[config.mk]
export PLATFORM = sky130hd
export DESIGN_NAME = tlul_reg_bridge
export DESIGN_NICKNAME = d
export VERILOG_FILES = /design/src/rtl/tlul_reg_bridge.sv
export SDC_FILE = /design/constraint.sdc
export NUM_CORES = 1
export LEC_CHECK = 0
export ABC_AREA = 1
export BUFFER_PORTS_ARGS = -buffer_cell sky130_fd_sc_hd__buf_4
export CORE_ASPECT_RATIO = 1.2
export CORE_MARGIN = 4
export CORE_UTILIZATION = 44
export CTS_BUF_LIST = sky130_fd_sc_hd__clkbuf_4 sky130_fd_sc_hd__clkbuf_8
export DETAILED_ROUTE_END_ITERATION = 10
export PLACE_DENSITY = 0.83
export SYNTH_ARGS = -nofsm -noshare
export SYNTH_HDL_FRONTEND = slang
export SYNTH_SLANG_ARGS = --single-unit
[constraint.sdc]
create_clock -name clk_i -period 1.28 [get_ports clk_i]
set_input_delay 0.064 -clock clk_i [delete_from_list [all_inputs] [get_ports clk_i]]
set_output_delay 0.064 -clock clk_i [all_outputs]
set_load 0.02 [all_outputs]
[src/rtl/tlul_reg_bridge.sv]
// tlul_reg_bridge: TL-UL device endpoint converting single-outstanding requests into a strobe/ready register bus.
`timescale 1ns/1ps
package tlul_pkg;
  localparam logic [2:0] PutFullData = 3'h0;
  localparam logic [2:0] PutPartialData = 3'h1;
  localparam logic [2:0] Get = 3'h4;
  localparam logic [2:0] AccessAck = 3'h0;
  localparam logic [2:0] AccessAckData = 3'h1;
  typedef struct packed {
    logic [6:0] cmd_intg;
    logic [6:0] data_intg;
  } tl_a_user_t;
  typedef struct packed {
    logic [6:0] rsp_intg;
    logic [6:0] data_intg;
  } tl_d_user_t;
  typedef struct packed {
    logic        a_valid;
    logic [2:0]  a_opcode;
    logic [2:0]  a_param;
    logic [1:0]  a_size;
    logic [7:0]  a_source;
    logic [31:0] a_address;
    logic [3:0]  a_mask;
    logic [31:0] a_data;
    tl_a_user_t  a_user;
    logic        d_ready;
  } tl_h2d_t;
  typedef struct packed {
    logic        d_valid;
    logic [2:0]  d_opcode;
    logic [2:0]  d_param;
    logic [1:0]  d_size;
    logic [7:0]  d_source;
    logic        d_sink;
    logic [31:0] d_data;
    tl_d_user_t  d_user;
    logic        d_error;
    logic        a_ready;
  } tl_d2h_t;
  // 7-bit interleaved inverted parity: bit i covers payload bits i, i+7, i+14, ...
  function automatic logic [6:0] intg7(input logic [63:0] v);
    logic [6:0] r;
    r = '0;
    for (int j = 0; j < 64; j++) r[j % 7] ^= v[j];
    return ~r;
  endfunction
endpackage

module tlul_reg_bridge
  import tlul_pkg::*;
#(
  parameter int AW = 8,
  parameter int TimeoutCycles = 255,
  parameter bit EnableCmdIntgChk = 1'b1,
  parameter bit EnableRspIntgGen = 1'b1
) (
  input  logic          clk_i,
  input  logic          rst_i,
  input  tl_h2d_t       tl_i,
  output tl_d2h_t       tl_o,
  output logic          reg_re_o,
  output logic          reg_we_o,
  output logic [AW-1:0] reg_addr_o,
  output logic [31:0]   reg_wdata_o,
  output logic [3:0]    reg_be_o,
  input  logic [31:0]   reg_rdata_i,
  input  logic          reg_ready_i,
  input  logic          reg_err_i,
  output logic          intg_err_o
);
  localparam int CW = TimeoutCycles > 0 ? $clog2(TimeoutCycles + 1) : 1;
  typedef enum logic [1:0] {Idle, Access, Rsp} state_e;
  state_e state_q, state_d;
  logic get_q, get_d, err_q, err_d, intg_err_q, intg_err_d;
  logic [1:0] size_q, size_d;
  logic [7:0] src_q, src_d;
  logic [AW-1:0] addr_q, addr_d;
  logic [3:0] mask_q, mask_d;
  logic [31:0] wdata_q, wdata_d, rdata_q, rdata_d;
  logic [CW-1:0] cnt_q, cnt_d;
  logic [1:0] lo;
  logic [3:0] full_mask;
  logic intg_bad, req_bad, timeout, unused_param;
  logic [2:0] d_op;
  logic [31:0] d_data;
  assign unused_param = ^tl_i.a_param;
  assign lo = tl_i.a_address[1:0];
  assign full_mask = tl_i.a_size == 2'd0 ? 4'b0001 << lo : tl_i.a_size == 2'd1 ? 4'b0011 << lo : 4'b1111;
  assign intg_bad = EnableCmdIntgChk &&
    (tl_i.a_user.cmd_intg != intg7(64'({tl_i.a_address, tl_i.a_opcode, tl_i.a_mask})) ||
     tl_i.a_user.data_intg != intg7(64'(tl_i.a_data)));
  assign req_bad = !(tl_i.a_opcode inside {PutFullData, PutPartialData, Get}) || tl_i.a_size == 2'd3 ||
    (tl_i.a_size == 2'd1 && lo[0]) || (tl_i.a_size == 2'd2 && lo != 2'd0) ||
    (tl_i.a_opcode == PutFullData && tl_i.a_mask != full_mask) ||
    (tl_i.a_address >> AW) != 32'd0 || intg_bad;
  assign timeout = TimeoutCycles != 0 && cnt_q == CW'(TimeoutCycles - 1);
  always_comb begin
    state_d = state_q;
    get_d = get_q;
    size_d = size_q;
    src_d = src_q;
    addr_d = addr_q;
    mask_d = mask_q;
    wdata_d = wdata_q;
    rdata_d = rdata_q;
    err_d = err_q;
    cnt_d = cnt_q;
    intg_err_d = intg_err_q;
    if (state_q == Idle && tl_i.a_valid) begin
      // anything that is not a Put answers like a read (AccessAckData)
      get_d = !(tl_i.a_opcode inside {PutFullData, PutPartialData});
      size_d = tl_i.a_size;
      src_d = tl_i.a_source;
      addr_d = {tl_i.a_address[AW-1:2], 2'b00};
      mask_d = tl_i.a_mask;
      wdata_d = tl_i.a_data;
      err_d = req_bad;
      cnt_d = '0;
      intg_err_d = intg_err_q | intg_bad;
      state_d = req_bad ? Rsp : Access;
    end
    if (state_q == Access) begin
      if (reg_ready_i) begin
        rdata_d = reg_rdata_i;
        err_d = reg_err_i;
        state_d = Rsp;
      end else if (timeout) begin
        err_d = 1'b1;
        state_d = Rsp;
      end else if (cnt_q != '1) cnt_d = cnt_q + 1'b1;
    end
    if (state_q == Rsp && tl_i.d_ready) state_d = Idle;
  end
  always_ff @(posedge clk_i) begin
    if (rst_i) begin
      state_q <= Idle;
      get_q <= 1'b0;
      size_q <= '0;
      src_q <= '0;
      addr_q <= '0;
      mask_q <= '0;
      wdata_q <= '0;
      rdata_q <= '0;
      err_q <= 1'b0;
      cnt_q <= '0;
      intg_err_q <= 1'b0;
    end else begin
      state_q <= state_d;
      get_q <= get_d;
      size_q <= size_d;
      src_q <= src_d;
      addr_q <= addr_d;
      mask_q <= mask_d;
      wdata_q <= wdata_d;
      rdata_q <= rdata_d;
      err_q <= err_d;
      cnt_q <= cnt_d;
      intg_err_q <= intg_err_d;
    end
  end
  assign reg_re_o = state_q == Access && get_q;
  assign reg_we_o = state_q == Access && !get_q;
  assign reg_addr_o = addr_q;
  assign reg_wdata_o = wdata_q;
  assign reg_be_o = mask_q;
  assign intg_err_o = intg_err_q;
  assign d_op = get_q ? AccessAckData : AccessAck;
  assign d_data = !get_q ? 32'h0 : err_q ? 32'hFFFF_FFFF : rdata_q;
  assign tl_o = '{
    d_valid:  state_q == Rsp,
    d_opcode: d_op,
    d_param:  3'd0,
    d_size:   size_q,
    d_source: src_q,
    d_sink:   1'b0,
    d_data:   d_data,
    d_user:   EnableRspIntgGen ? tl_d_user_t'{rsp_intg: intg7(64'({d_op, size_q, err_q})),
                                              data_intg: intg7(64'(d_data))} : tl_d_user_t'('0),
    d_error:  err_q,
    a_ready:  state_q == Idle
  };
endmodule
Word-level counts from Yosys, hierarchy flattened
Index checks and enable logic that the tools add are counted.
Widths: inputs -> output; s select.
{ "op_classes": {"add_sub_neg": 1, "eq_ne": 12, "n_shift": 2, "mux": 19, "bitwise_logic": 87, "reduce_logical": 26} }
{ "op_table": {"columns": ["operator", "count"], "rows": [
  ["$xor 1x1->1", 82],
  ["$mux 32", 2],
  ["$mux 8", 5],
  ["$reduce_bool 32->1", 1],
  ["$not 7->7", 3],
  ["$ne 7x7->1", 2],
  ["$mux 2", 5],
  ["$add 8x1->8 const B", 1],
  ["$eq 8x8->1 const B", 1],
  ["$mux 4", 2],
  ["$ne 8x8->1 const B", 1],
  ["$logic_and 1x1->1", 7],
  ["$logic_or 1x1->1", 7],
  ["$not 6->7", 1],
  ["$eq 2x2->1 const B", 3],
  ["$mux 1", 5],
  ["$eq 2x1->1 const B", 2],
  ["$logic_not 2->1", 2],
  ["$ne 4x4->1", 1],
  ["$reduce_bool 2->1", 2],
  ["$shl 1x2->4 const A", 1],
  ["$shl 2x2->4 const A", 1],
  ["$eq 3x1->1 const B", 1],
  ["$eq 3x3->1 const B", 1],
  ["other kinds (6)", 8]
]} }
{ "totals": {"reg_bits": 97, "output_inout_bits": 113, "elab_cells": 158} }

Depth between registers and ports, before layout
{ "depth": {"word_depth": 14, "mapped_depth": 16, "ltp_nobuf": 16} }

Worst setup path before layout
No wires, ideal clock.
{ "synth_timing": {"path_kind": "flip-flop to output port", "startpoint": "register err_q", "endpoint": "output port tl_o[6] in the netlist's numbering", "arrival_time_ps": 1740, "required_time_ps": 1216, "path_slack_ps": -524, "path_stages_with_launch": 6, "path_buffers": 1, "path_cell_list": "dfxtp_1 inv_2 clkbuf_1 a21oi_1 xor2_1 xor2_1"} }
{ "synth_rtl": {"columns": ["item", "line", "text"], "rows": [
  ["start: declaration", "75", "logic get_q, get_d, err_q, err_d, intg_err_q, intg_err_d;"],
  ["start signal: assignment", "157", "err_q <= err_d;"],
  ["end: declaration", "61", "output tl_d2h_t tl_o,"]
]} }

==> summary.md <==
| Metric | Value |
|---|---|
| Die Area | `14600 sq um` |
| Ant diodes | `0` |
| Initial antenna violation count | `1` |
| Final setup margin | `-0.726 ns` |
| Hold Crit Class | `in -> reg` |
| DR DRC count | `0` |
| Pin count of the biggest net entering global routing | `41` |
| Avg WL per Cell | `23.9 microns` |
| Remaining Overflow, GRT | `0` |
| WS Path Type | `reg -> out` |
| Area growth syn-to-layout | `107%` |
| Peak Freq | `0.499 GHz` |
| Post-place setup slack | `-0.375 ns` |
| Yosys top cell area share | `around a third` |
| Routed WL | `34400 microns` |
| Placement Cell Area | `8700 sq um` |
| Via total after detailed routing | `approximately 8500` |
| WP buf/inv | `4` |
| Antenna Nets Post-Route | `0` |
| Max Transition Viols Final | `0` |
| TritonCTS Buffers | `9` |
| Core box area | `12300 sq um` |
| Cell area power density | `roughly 800 nW/um^2` |
| Crit path cell chain | `inv_8, buf_12, buf_12, a21oi_4, xor2_2, xor2_2, buf_6` |
| Failing checks | `negative setup slack` |
| Top_reg_cell synth | `dfxtp_1` |
| Sink Count | `97` |
| M3 GR Usage | `6.85%` |
| Arr. time, crit path | `1.94 ns` |
| Flop pwr share | `35.7%` |
| Finished Cell Area | `11600 sq um` |
| Initial Utilization | `between 40% and 50%` |
| EDFF count, synth | `0` |
| Gate power share | `42.9%` |
| Clk_lat worst skew | `roughly 0.38 ns` |
| Final clock skew | `approximately 0.006 ns` |
| CTS Buffer Depth | `2` |
| Pleak | `5.41 nW` |
| Critical Path Start Type | `flip-flop` |
| Hold slack | `0.00657 ns` |
| Die Height | `roughly 130 microns` |
| Clk pwr share | `a little over a fifth` |
| Final Critical Period | `2.01 ns` |
| Vias per inst | `a little under 6` |
| Critical Path End Type | `primary output` |
| Post-Synthesis Cell Area | `around 5600 sq um` |
| Delay-heaviest family, CP | `buffers and inverters` |
| Final nets | `between 1000 and 1500` |
| Cell row count | `44` |
| #FFs+latches synth | `97` |
| Sequential area share after synthesis | `34.8%` |
| Worst-path clk slew | `around 0.10 ns` |
| Final period utilization | `157%` |
| Gr usage total | `a little under a third` |
| Buffers on Ports | `~230` |
| H-tree levels | `3` |
| Req. time, crit path | `roughly 1.2 ns` |
| Post-synthesis cell type count | `35` |
| Count of final setup violators | `around 140` |
| Met1 track demand over resource | `between 30% and 40%` |
| Num ports | `249` |
| Count leader, synth | `nand2_1` |
| Synth Area per Inst | `6.62 sq um` |
| Number of global-route vias before repair | `7399` |
| Cell taking the most area after synthesis | `dfxtp_1` |
| Syn. warnings | `0` |
| Max-cap violations | `0` |
| Hpwl dp | `about 15000 microns` |
| Final hold vios | `0` |
| CP Max Fanout | `8` |
| Layout cells sized above 1 | `52.3%` |
| First-pass GRT wire length | `between 30000 and 40000 microns` |
| Int Pwr | `between 5 and 6 mW` |
| Router iterations before antenna repair | `5` |
| RSZ-0062 raised after global routing | `yes` |
| Root Driver | `clkbuf_8` |
| Slowest CP cell | `dfxtp_4` |
| CTS tree | `yes` |
| RD Place Congestion | `about 0.85` |
| Global route hottest layer | `met2` |
| Placed Cells | `1312` |
| Fin cells | `1437` |
| Synth cell count leaders | `174 x nand2_1, 117 x inv_1, 97 x dfxtp_1` |
| Max rail drop VDD | `approximately 0.68 mV` |
| Post-synth ARST share | `0%` |
| Starting DRT DRC Count | `881` |
| Status | `finished with violations` |
| Critical path's largest stage delay | `approximately 0.40 ns` |
| Ranking of synthesized cells by area | `dfxtp_1 35%, nand2_1 12%, a21oi_1 8.0%` |
| Synth Instances | `around 840` |
| Sw Pwr | `3.50 mW` |
| Die width | `111 microns` |
| GR met2 Demand/Resource | `between 50% and 60%` |
| Sw Ratio | `~38%` |
## routing by layer
| metal | part of all wire [%] | vias to the layer above |
|---|---|---|
| met5 | 0.026 | - |
| met4 | 8.9 | 2 |
| met3 | 11 | 287 |
| met2 | 47 | 812 |
| met1 | 33 | 3903 |
| li1 | - | 3490 |
## kinds of logic (layout without fill, tap and decap cells)
| family | count (synthesis) | after routing | synth area share (%) |
|---|---|---|---|
| xor gates and xnor gates | 48 | 48 | 7.94 |
| and+or+nand+nor | 308 | 308 | 23.0 |
| buffers and inverters | 178 | 602 | 13.0 |
| adders and majority gates | 6 | 6 | 1.35 |
| other | 2 | 11 | 0.135 |
| DFF | 97 | 97 | 34.8 |
| AOI/OAI and AO/OA | 204 | 204 | 19.7 |
## sequential cells by signal, summed over array words and instances (netlist names)
name,count
rdata_q,32
reg_wdata_o,32
cnt_q,8
src_q,8
reg_addr_o,6
reg_be_o,4
size_q,2
state_q,2
err_q,1
get_q,1
intg_err_o,1
## worst min-delay path: stages
cell     delay, ns
buf_4         0.12
o21ai_2       0.07
a21oi_1       0.10
## layout make-up
cell class                 instances  area (sq um)
sequential                        97          1960
multi-input combinational        577          4270
timing repair inverter             1          8.76
fill                             373           711
clock inverter                     4          27.5
clock buffer                      11           145
inverter                         131           534
tap                              161           201
timing repair buffer             455          4420
## what timing repair did
action	4_1_cts	5_1_grt
hold endpoints to repair	60	4
pin swaps	42	62
endpoints found under the setup margin	104	142
hold buffers	57	4
gates resized for setup	171	225
gates cloned	6	14
setup buffers	26	13
## power by group through the flow
| stage | sequential (mW) | combinational, mW | clock, mW |
|---|---|---|---|
| 3_5_place_dp | 3.33 | 2.69 | 0 |
| 3_3_place_gp | 3.33 | 2.64 | 0 |
| 4_1_cts | 3.27 | 3.24 | 1.91 |
| 2_1_floorplan | 3.50 | 1.29 | 0 |
| 6_report | 3.32 | 3.99 | 1.99 |
| 5_1_grt | 3.33 | 4.13 | 2.07 |
## per-stage QoR
step | utilization, % | total power [mW] | TNS [ns]
5_1_grt | 94.2 | 9.53 | -34.96
2_1_floorplan | - | 4.79 | -1.27
4_1_cts | 84.4 | 8.42 | -12.49
3_5_place_dp | 70.9 | 6.02 | -5.27
3_3_place_gp | 70.9 | 5.96 | -3.55
6_report | 94.2 | 9.30 | -32.31
## worst paths after layout
path         startpoint  slack (ns)          end  depth (start not counted)
max               err_q       -0.73      tl_o[7]                          7
min            tl_i[92]       0.007    size_q[1]                          3
max reg2reg  state_q[0]       -0.47  reg_be_o[3]                          8
min reg2reg   size_q[0]        0.49    size_q[0]                          2
## placed cells by master (no fill, tap or decap), types with 4 or more instances in the layout
master / n
a21oi_1: 29
a21oi_2: 39
a21oi_4: 34
buf_12: 22
buf_16: 5
buf_4: 282
buf_6: 71
buf_8: 4
clkbuf_16: 10
clkbuf_8: 10
conb_1: 11
dfxtp_1: 87
dfxtp_2: 7
dlygate4sd3_1: 61
inv_1: 113
inv_2: 9
inv_4: 5
nand2_1: 167
nand2_2: 4
nand2_4: 6
nand3_1: 24
nand3b_1: 7
nor2_1: 50
nor2_2: 16
nor2_4: 17
o21ai_0: 9
o21ai_1: 15
o21ai_2: 57
o21ai_4: 15
or2_1: 4
xnor2_1: 8
xnor2_2: 17
xor2_1: 12
xor2_2: 11
Power figures use the tool's default switching activity.
